## src/rtl/dff_rr_arbiter_pkg.sv

```systemverilog
`default_nettype none
// ============================================================================
// Module  : dff_rr_arbiter_pkg
// Brief   : Shared types and helpers for the round-robin register arbiter.
// Rev     : 1.0  initial release
// ============================================================================
package dff_rr_arbiter_pkg;

    typedef enum logic [0:0] {
        IDLE   = 1'b0,
        LOCKED = 1'b1
    } arb_state_t;

    localparam int N_REQ_DEF = 4;
    localparam int MAX_REQ   = 16;
    localparam int PTR_W     = $clog2(N_REQ_DEF);

    // Widest grant vector; callers narrow it to their own requester count.
    function automatic logic [MAX_REQ-1:0] onehot(input logic [3:0] idx);
        return MAX_REQ'(1) << idx;
    endfunction

endpackage
`default_nettype wire

```

## src/rtl/dff_rr_arbiter_rr_pick.sv

```systemverilog
`default_nettype none
// ============================================================================
// Module  : dff_rr_arbiter_rr_pick
// Brief   : Combinational rotating-priority picker (search from i_ptr upward).
// Rev     : 1.0  initial release
// ============================================================================
module dff_rr_arbiter_rr_pick #(
    parameter int N_REQ = 4,
    parameter int IDX_W = 2
) (
    input  logic [N_REQ-1:0] i_req,
    input  logic [IDX_W-1:0] i_ptr,
    output logic [IDX_W-1:0] o_win,
    output logic             o_any_req
);

    assign o_any_req = |i_req;

    // Scanning offsets downward leaves the lowest matching offset as winner.
    always_comb begin
        o_win = '0;
        for (int p = 0; p < N_REQ; p++) begin
            if (i_ptr == IDX_W'(p)) begin
                for (int i = N_REQ - 1; i >= 0; i--) begin
                    if (i_req[(p + i) % N_REQ]) begin
                        o_win = IDX_W'((p + i) % N_REQ);
                    end
                end
            end
        end
    end

endmodule
`default_nettype wire

```

## src/rtl/dff_rr_arbiter.sv

```systemverilog
`default_nettype none
// ============================================================================
// Module  : dff_rr_arbiter
// Brief   : Round-robin write arbiter for one shared register.
//           Optional owner lock enabled by defining ARB_LOCK_EN.
// Rev     : 1.0  initial release
// ============================================================================
module dff_rr_arbiter #(
    parameter int N_REQ = 4,
    parameter int DW    = 8,
    parameter int CW    = 16
) (
    input  logic                      clk,
    input  logic                      rst,
    input  logic [N_REQ-1:0]          req,
    input  logic [N_REQ*DW-1:0]       wdata,
    input  logic [N_REQ-1:0]          lock,
    output logic [N_REQ-1:0]          gnt,
    output logic [DW-1:0]             q,
    output logic                      q_valid,
    output logic [$clog2(N_REQ)-1:0]  owner,
    output logic [CW-1:0]             wr_count
);

    import dff_rr_arbiter_pkg::*;

    localparam int IDX_W = $clog2(N_REQ);

    arb_state_t        r_state;
    arb_state_t        w_state_nxt;
    logic [N_REQ-1:0]  r_gnt;
    logic [DW-1:0]     r_q;
    logic              r_q_valid;
    logic [IDX_W-1:0]  r_owner;
    logic [IDX_W-1:0]  r_ptr;
    logic [CW-1:0]     r_wr_count;

    logic [IDX_W-1:0]  w_win;
    logic              w_any_req;
    logic              w_lock_win;
    logic              w_lock_own;
    logic              w_do_write;
    logic [IDX_W-1:0]  w_wr_idx;
    logic [IDX_W-1:0]  w_ptr_nxt;
    logic [DW-1:0]     w_lane [N_REQ];

    function automatic logic [IDX_W-1:0] f_next_idx(input logic [IDX_W-1:0] v);
        return (v == IDX_W'(N_REQ - 1)) ? '0 : v + IDX_W'(1);
    endfunction

    generate
        for (genvar gi = 0; gi < N_REQ; gi++) begin : g_lane
            assign w_lane[gi] = wdata[gi*DW +: DW];
        end
    endgenerate

    dff_rr_arbiter_rr_pick #(
        .N_REQ (N_REQ),
        .IDX_W (IDX_W)
    ) u_rr_pick (
        .i_req     (req),
        .i_ptr     (r_ptr),
        .o_win     (w_win),
        .o_any_req (w_any_req)
    );

`ifdef ARB_LOCK_EN
    assign w_lock_win = lock[w_win];
    // Lock persists only while the owner both requests and holds lock.
    assign w_lock_own = lock[r_owner] & req[r_owner];
`else
    logic w_unused_lock;
    assign w_unused_lock = ^lock;
    assign w_lock_win    = 1'b0;
    assign w_lock_own    = 1'b0;
`endif

    always_ff @(posedge clk or posedge rst) begin
        if (rst) begin
            r_state <= IDLE;
        end else begin
            r_state <= w_state_nxt;
        end
    end

    always_comb begin
        w_state_nxt = r_state;
        w_do_write  = 1'b0;
        w_wr_idx    = w_win;
        w_ptr_nxt   = r_ptr;
        case (r_state)
            IDLE: begin
                if (w_any_req) begin
                    w_do_write = 1'b1;
                    w_wr_idx   = w_win;
                    w_ptr_nxt  = f_next_idx(w_win);
                    if (w_lock_win) begin
                        w_state_nxt = LOCKED;
                    end
                end
            end
            LOCKED: begin
                if (w_lock_own) begin
                    w_do_write = 1'b1;
                    w_wr_idx   = r_owner;
                end else begin
                    // Release edge: no grant, priority resumes after the owner.
                    w_state_nxt = IDLE;
                    w_ptr_nxt   = f_next_idx(r_owner);
                end
            end
            default: begin
                w_state_nxt = IDLE;
            end
        endcase
    end

    always_ff @(posedge clk or posedge rst) begin
        if (rst) begin
            r_gnt      <= '0;
            r_q        <= '0;
            r_q_valid  <= 1'b0;
            r_owner    <= '0;
            r_ptr      <= '0;
            r_wr_count <= '0;
        end else begin
            r_ptr <= w_ptr_nxt;
            if (w_do_write) begin
                r_gnt      <= N_REQ'(onehot(4'(w_wr_idx)));
                r_q        <= w_lane[w_wr_idx];
                r_owner    <= w_wr_idx;
                r_wr_count <= r_wr_count + CW'(1);
                r_q_valid  <= 1'b1;
            end else begin
                r_gnt <= '0;
            end
        end
    end

    assign gnt      = r_gnt;
    assign q        = r_q;
    assign q_valid  = r_q_valid;
    assign owner    = r_owner;
    assign wr_count = r_wr_count;

endmodule
`default_nettype wire

```

## config.mk

```make
export PLATFORM = sky130hd
export DESIGN_NAME = dff_rr_arbiter
export DESIGN_NICKNAME = d
export VERILOG_FILES = /design/src/rtl/dff_rr_arbiter_pkg.sv /design/src/rtl/dff_rr_arbiter_rr_pick.sv /design/src/rtl/dff_rr_arbiter.sv
export SDC_FILE = /design/constraint.sdc
export NUM_CORES = 1
export LEC_CHECK = 0
export ABC_CLOCK_PERIOD_IN_PS = 3700
export CORE_MARGIN = 2
export CORE_UTILIZATION = 27
export CTS_BUF_LIST = sky130_fd_sc_hd__clkbuf_4
export DETAILED_ROUTE_END_ITERATION = 8
export PLACE_DENSITY = 0.56
export SLEW_MARGIN = 20
export SYNTH_ARGS = -nofsm -noshare
export SYNTH_HDL_FRONTEND = slang
export SYNTH_SLANG_ARGS = --single-unit
```

## constraint.sdc

```tcl
create_clock -name clk -period 3.7 [get_ports clk]
set_clock_uncertainty 0.15 [all_clocks]
set_input_delay 0.555 -clock clk [delete_from_list [all_inputs] [get_ports clk]]
set_output_delay 0.555 -clock clk [all_outputs]
set_load 0.005 [all_outputs]
```

==> metrics.md, run 1 <==
| Metric | Value |
|---|---|
| Status | finished clean |
| CTS Buf Count | 5 |
| DR vias/cell | 4.68 |
| Via count of the first global-routing pass | 1501 |
| Fin Setup TNS | 0 ns |
| Reg-to-Reg Start | r_ptr[1] |
| Met2 wire len | 1980 um |
| Required time worst endpoint | 3.76 ns |
| CTS clk-pin slew, worst paths | 0.10 ns |
| H-tree Lvls | 2 |
| Max Root-Sink Buffers | 2 |
| Leak Pwr | 0.00104 uW |
| Worst-Margin Slew | 0.805 ns |
| Commonest cells in the netlist | dfrtp_1, nand2_1, a211oi_1, xnor2_1, nor2_1 |
| Dpl hpwl | 3130 um |
| Placeable core area | 6240 um2 |
| Initial core utilization | 0.275 |
| Post-DRT Antenna Nets | 0 |
| Endpoint class of the critical path | flip-flop |
| Die ar. | 7020 um2 |
| Uppermost layer routed | met4 |
| DR WL met3 | 217 um |
| Maximum clock frequency | 381 MHz |
| Gp weighted congestion | 0.756 |
| Worst-path fanout max | 18 |
| Share of the synthesized area in the top cell type | 0.481 |
| Mapped Nets | 204 |
| Synth-to-Final Area Change | 47.9% |
| Row count | 29 |
| Clock sinks | 33 |
| Crit Path Class | primary input to flip-flop |
| Post-CTS Setup Inserts | 0 |
| Mapped Area | 1720 um2 |
| MaxCap Viol Count | 0 |
| Post-DR wirelength/cell | 13.7 um |
| TritonCTS clock tree | built |
| Register area share after synthesis | 0.481 |
| Area leader, netlist | dfrtp_1 |
| Final min period | 2.63 ns |
| Yosys cell types | 38 |
| Vias | 1440 |
| Number of synthesized flops with an enable pin | 0 |
| Largest net degree at the start of global routing | 34 |
| Placed insts | 301 |
| CP arrival | 2.69 ns |
| Number of synthesized register bits | 33 |
| Final cell count without fillers | 308 |
| Die W | 83.8 um |
| Syn_area_per_cell | 10.9 um2 |
| Slew Limit Fails | 0 |
| Largest cells by area after synthesis | dfrtp_1, a211oi_1, xnor2_1 |
| Final wirelength | 4230 um |
| Unrepaired setup endpoints after global routing | false |
| Min-Delay Startpoint | wr_count[15] |
| Max_slew headroom | 0.461 |
| Root buffer selected by CTS | clkbuf_4 |
| Layout cell share with drive strength beyond 1 | 0.0823 |
| # IOs | 73 |
| 1st-iter DRT viols | 46 |
| CP startpoint | req[0] |
| Layout Nets | 278 |
| Drc violations | 0 |
| Gate Count Post-Synth | 157 |
| Max IR drop VDD | 0.000199 V |
| Port Buf Inserts | 68 |
| Final setup viols | 0 |
| First-pass GRT wire length | 7270 um |
| GRT Util Overall | 0.129 |
| Initial antenna violation count | 0 |
| M1 wire length | 1980 um |
| Antenna cells | 0 |
| Post-synth ARST share | 1.00 |
| PostCTS Resize Cnt | 0 |
| Period utilization | 0.710 |
| Main flop type after synthesis | dfrtp_1 |
| Drt pass-1 iters | 4 |
| Worst hold path type | flip-flop to flip-flop |
| Die Y-Extent | 83.8 um |
| Critical Path Source Type | primary input |
| Synth warn | 0 |
| Count leader, synth | dfrtp_1 |
| Gr ovfl total | 0 |
| Final Hold Viols | 0 |
| Skew-Pair Late Insertion Delay | 0.32 ns |
| Hold-fix buffer count after cts | 0 |
| PwrDens | 547 nW/um2 |
[per-layer routing]
metal | global-route usage | vias to the layer above
met5 | 0 | -
met4 | 0.0499 | 0
met3 | 0.0287 | 5
met2 | 0.209 | 46
met1 | 0.169 | 675
li1 | - | 714
[cell type report]
class	count	area (um2)
multi-input cells	114	838
well taps	77	96.3
clock buffers	6	45.0
fillers	619	3700
clock inverters	1	3.75
inverters	5	21.3
repair buffers	72	711
flip-flops and latches	33	826
[critical path: stages]
cell and delay, ns:
clkdlybuf4s50_1 0.63, mux2i_1 0.13, nor2_2 0.38, nor3_4 0.12
inv_4 0.23, mux2_4 0.32, a221o_1 0.31
[through the flow]
stage           util  instance area, um2  setup WS, ns  hold slack, ns  power [uW]
5_1_grt        0.407                2540         0.944           0.351        1500
4_1_cts        0.407                2540          1.08           0.329        1420
2_1_floorplan      -                1720          1.56           0.309         884
3_5_place_dp   0.399                2490         0.728           0.316        1220
3_3_place_gp   0.399                2490         0.747           0.311        1210
6_report       0.407                2540          1.07           0.320        1390
[placed cells by master (no fill, tap or decap), types with 2 or more instances in the layout]
master,instances
nor2_1,9
clkdlybuf4s50_1,68
nor2_2,2
clkbuf_4,6
xnor2_1,12
xor2_1,3
and3_1,2
nand2_1,16
nand2b_1,2
mux2i_1,8
inv_1,4
ha_1,5
nand3_1,4
nor4b_1,7
buf_4,4
a211oi_1,14
a21oi_1,5
dfrtp_1,33
nand4_1,4
and2_1,4
[registers in the layout (all words and copies together) (netlist names)]
name      flops
q_valid       1
wr_count     16
r_ptr         2
gnt           4
owner         2
q             8
[path summary, 6_finish.rpt]
| path | cells after the start | endpoint | slack (ns) |
|---|---|---|---|
| max | 7 | q[7] | 1.07 |
| min | 1 | wr_count[15] | 0.32 |
| max reg2reg | 6 | q[7] | 1.43 |
| min reg2reg | 1 | wr_count[15] | 0.32 |
| max in group asynchronous | 3 | wr_count[12] | 2.61 |
| min in group asynchronous | 3 | gnt[0] | 0.48 |
[power by group]
part / internal (uW) / total, uW / switching [uW]
clock: 76.3 / 192 / 116
combinational: 365 / 616 / 251
sequential: 476 / 582 / 105
[logic make-up after synthesis]
group / synth area share
flops: 0.481
mux: 0.0554
compound gates: 0.111
xor+xnor: 0.0765
buf+inv: 0.0313
simple gates: 0.208
fa+ha+maj: 0.0364
No activity file was read; power rests on OpenSTA's default activity.
==> inputs of run 2 (changes only) <==
- ABC_CLOCK_PERIOD_IN_PS: 3700 -> 2500
- clock period: 3.7 -> 2.5 ns (I/O delays scaled with it)
==> metrics.md, run 2 (synthesis results as in run 1) <==
| Metric | Value |
|---|---|
| CTS clk-pin slew, worst paths | 0.10 ns |
| Root buffer selected by CTS | clkbuf_4 |
| Gp weighted congestion | 0.744 |
| CP delay by family, top | buffers and inverters |
| Period utilization | 0.875 |
| Initial antenna violation count | 0 |
| Final Hold Viols | 0 |
| Required time worst endpoint | 2.56 ns |
| CP arrival | 2.25 ns |
| Initial core utilization | 0.275 |
| Post-DR wirelength/cell | 13.6 um |
| # IOs | 73 |
| Dpl hpwl | 3360 um |
| Most frequent cells in the layout | clkdlybuf4s50_1, dfrtp_1, nand2_1, a211oi_1, buf_4 |
| Via count of the first global-routing pass | 1539 |
| H-tree Lvls | 2 |
| Unrepaired setup endpoints after global routing | false |
| Critical Path Source Type | primary input |
| Skew-Pair Late Insertion Delay | 0.33 ns |
| Max_slew headroom | 0.691 |
| Worst hold path type | primary input to async pin |
| Slew Limit Fails | 0 |
| Post-CTS Setup Inserts | 0 |
| Die ar. | 7020 um2 |
| PostCTS Resize Cnt | 0 |
| Placeable core area | 6240 um2 |
| Row count | 29 |
| Fillers | 611 |
| Worst-Margin Slew | 0.463 ns |
| First-pass GRT wire length | 7350 um |
| GRT Util Overall | 0.132 |
| Final setup viols | 0 |
| Drt pass-1 iters | 4 |
| Maximum clock frequency | 457 MHz |
| Port Buf Inserts | 68 |
| Crit Path Class | primary input to flip-flop |
| Endpoint class of the critical path | flip-flop |
| Fin Setup TNS | 0 ns |
| TritonCTS clock tree | built |
| Max reg flops | 16 |
| MaxCap Viol Count | 0 |
| Worst-path fanout max | 7 |
| Vias | 1474 |
| Die W | 83.8 um |
| Slowest CP cell | clkdlybuf4s50_1 |
| Final min period | 2.19 ns |
| Status | finished clean |
| Synth-to-Final Area Change | 54.0% |
| PwrDens | 843 nW/um2 |
| Layout Nets | 288 |
| CTS Buf Count | 5 |
| Max IR drop VDD | 0.000349 V |
| Buf/Inv on CP | 2 |
| Hold Slack | 0.279 ns |
| Most common cell after layout, fill and taps aside | clkdlybuf4s50_1 |
| 1st-iter DRT viols | 61 |
| Cells along the critical path | clkdlybuf4s50_1 -> mux2i_1 -> nor2_2 -> nor3_4 -> inv_4 -> mux2_4 -> a221o_1 |
| Placed Area | 2570 um2 |
| Antenna cells | 0 |
| Hold-fix buffer count after cts | 0 |
| Gr ovfl total | 0 |
| Leak Pwr | 0.00110 uW |
| Final wirelength | 4350 um |
| Layout cell share with drive strength beyond 1 | 0.124 |
| Max Root-Sink Buffers | 2 |
| Max incr delay on CP | 0.64 ns |
| Final Cell Area | 2650 um2 |
| Total chip power | 2230 uW |
| Die Y-Extent | 83.8 um |
| Clock sinks | 33 |
| DR vias/cell | 4.62 |
| Largest net degree at the start of global routing | 34 |
| Drc violations | 0 |
| Post-DRT Antenna Nets | 0 |
==> run 2: through the flow <==
stage                      util  setup slack, ns  instances
after floorplan               -            0.525        157
after global placement    0.411           0.0244        311
after detailed placement  0.411         -0.00874        311
after CTS                 0.424            0.350        319
after global routing      0.424            0.271        319
final                     0.424            0.313        319
==> run 2: per-layer routing <==
metal	wire length (um)	up-vias	track usage
met5	0	-	0
met4	22	0	0.0455
met3	226	3	0.0346
met2	2020	48	0.212
met1	2080	689	0.172
li1	-	734	-
==> run 2: worst paths after layout <==
kind / from / end / slack [ns] / cells after the start
setup / recovery: req[2] / q[7] / 0.31 / 7
hold reg to reg: wr_count[15] / wr_count[15] / 0.33 / 1
setup reg to reg: r_ptr[1] / q[7] / 0.51 / 6
max in group asynchronous: rst / q[6] / 1.60 / 3
hold / removal: rst / gnt[0] / 0.28 / 3
min in group clk: wr_count[15] / wr_count[15] / 0.33 / 1
==> run 2: layout make-up <==
class | instances | area, um2 | share of cell area
clock buffer | 6 | 45.0 | 0.0170
multi-input combinational | 114 | 838 | 0.317
inverter | 5 | 21.3 | 0.00804
sequential | 33 | 826 | 0.312
clock inverter | 2 | 33.8 | 0.0128
tap | 77 | 96.3 | 0.0364
timing repair buffer | 82 | 786 | 0.297
==> run 2: power breakdown <==
group          internal [uW]  total (uW)  switching [uW]
clock                    219         395             176
combinational            587         971             384
sequential               705         864             159
==> run 2: worst register-to-register path, cell delays in order (launching register included) <==
cell     delay (ns)
dfrtp_1        0.46
mux2i_1        0.27
nor2_2         0.12
nor3_4         0.23
inv_4          0.05
mux2_4         0.29
a221o_1        0.31
==> inputs of run 3 (changes only) <==
- CTS_CLUSTER_DIAMETER: not set -> 60
==> results of run 3 <==
Final layout, timing and power as in run 2 (identical DEF).
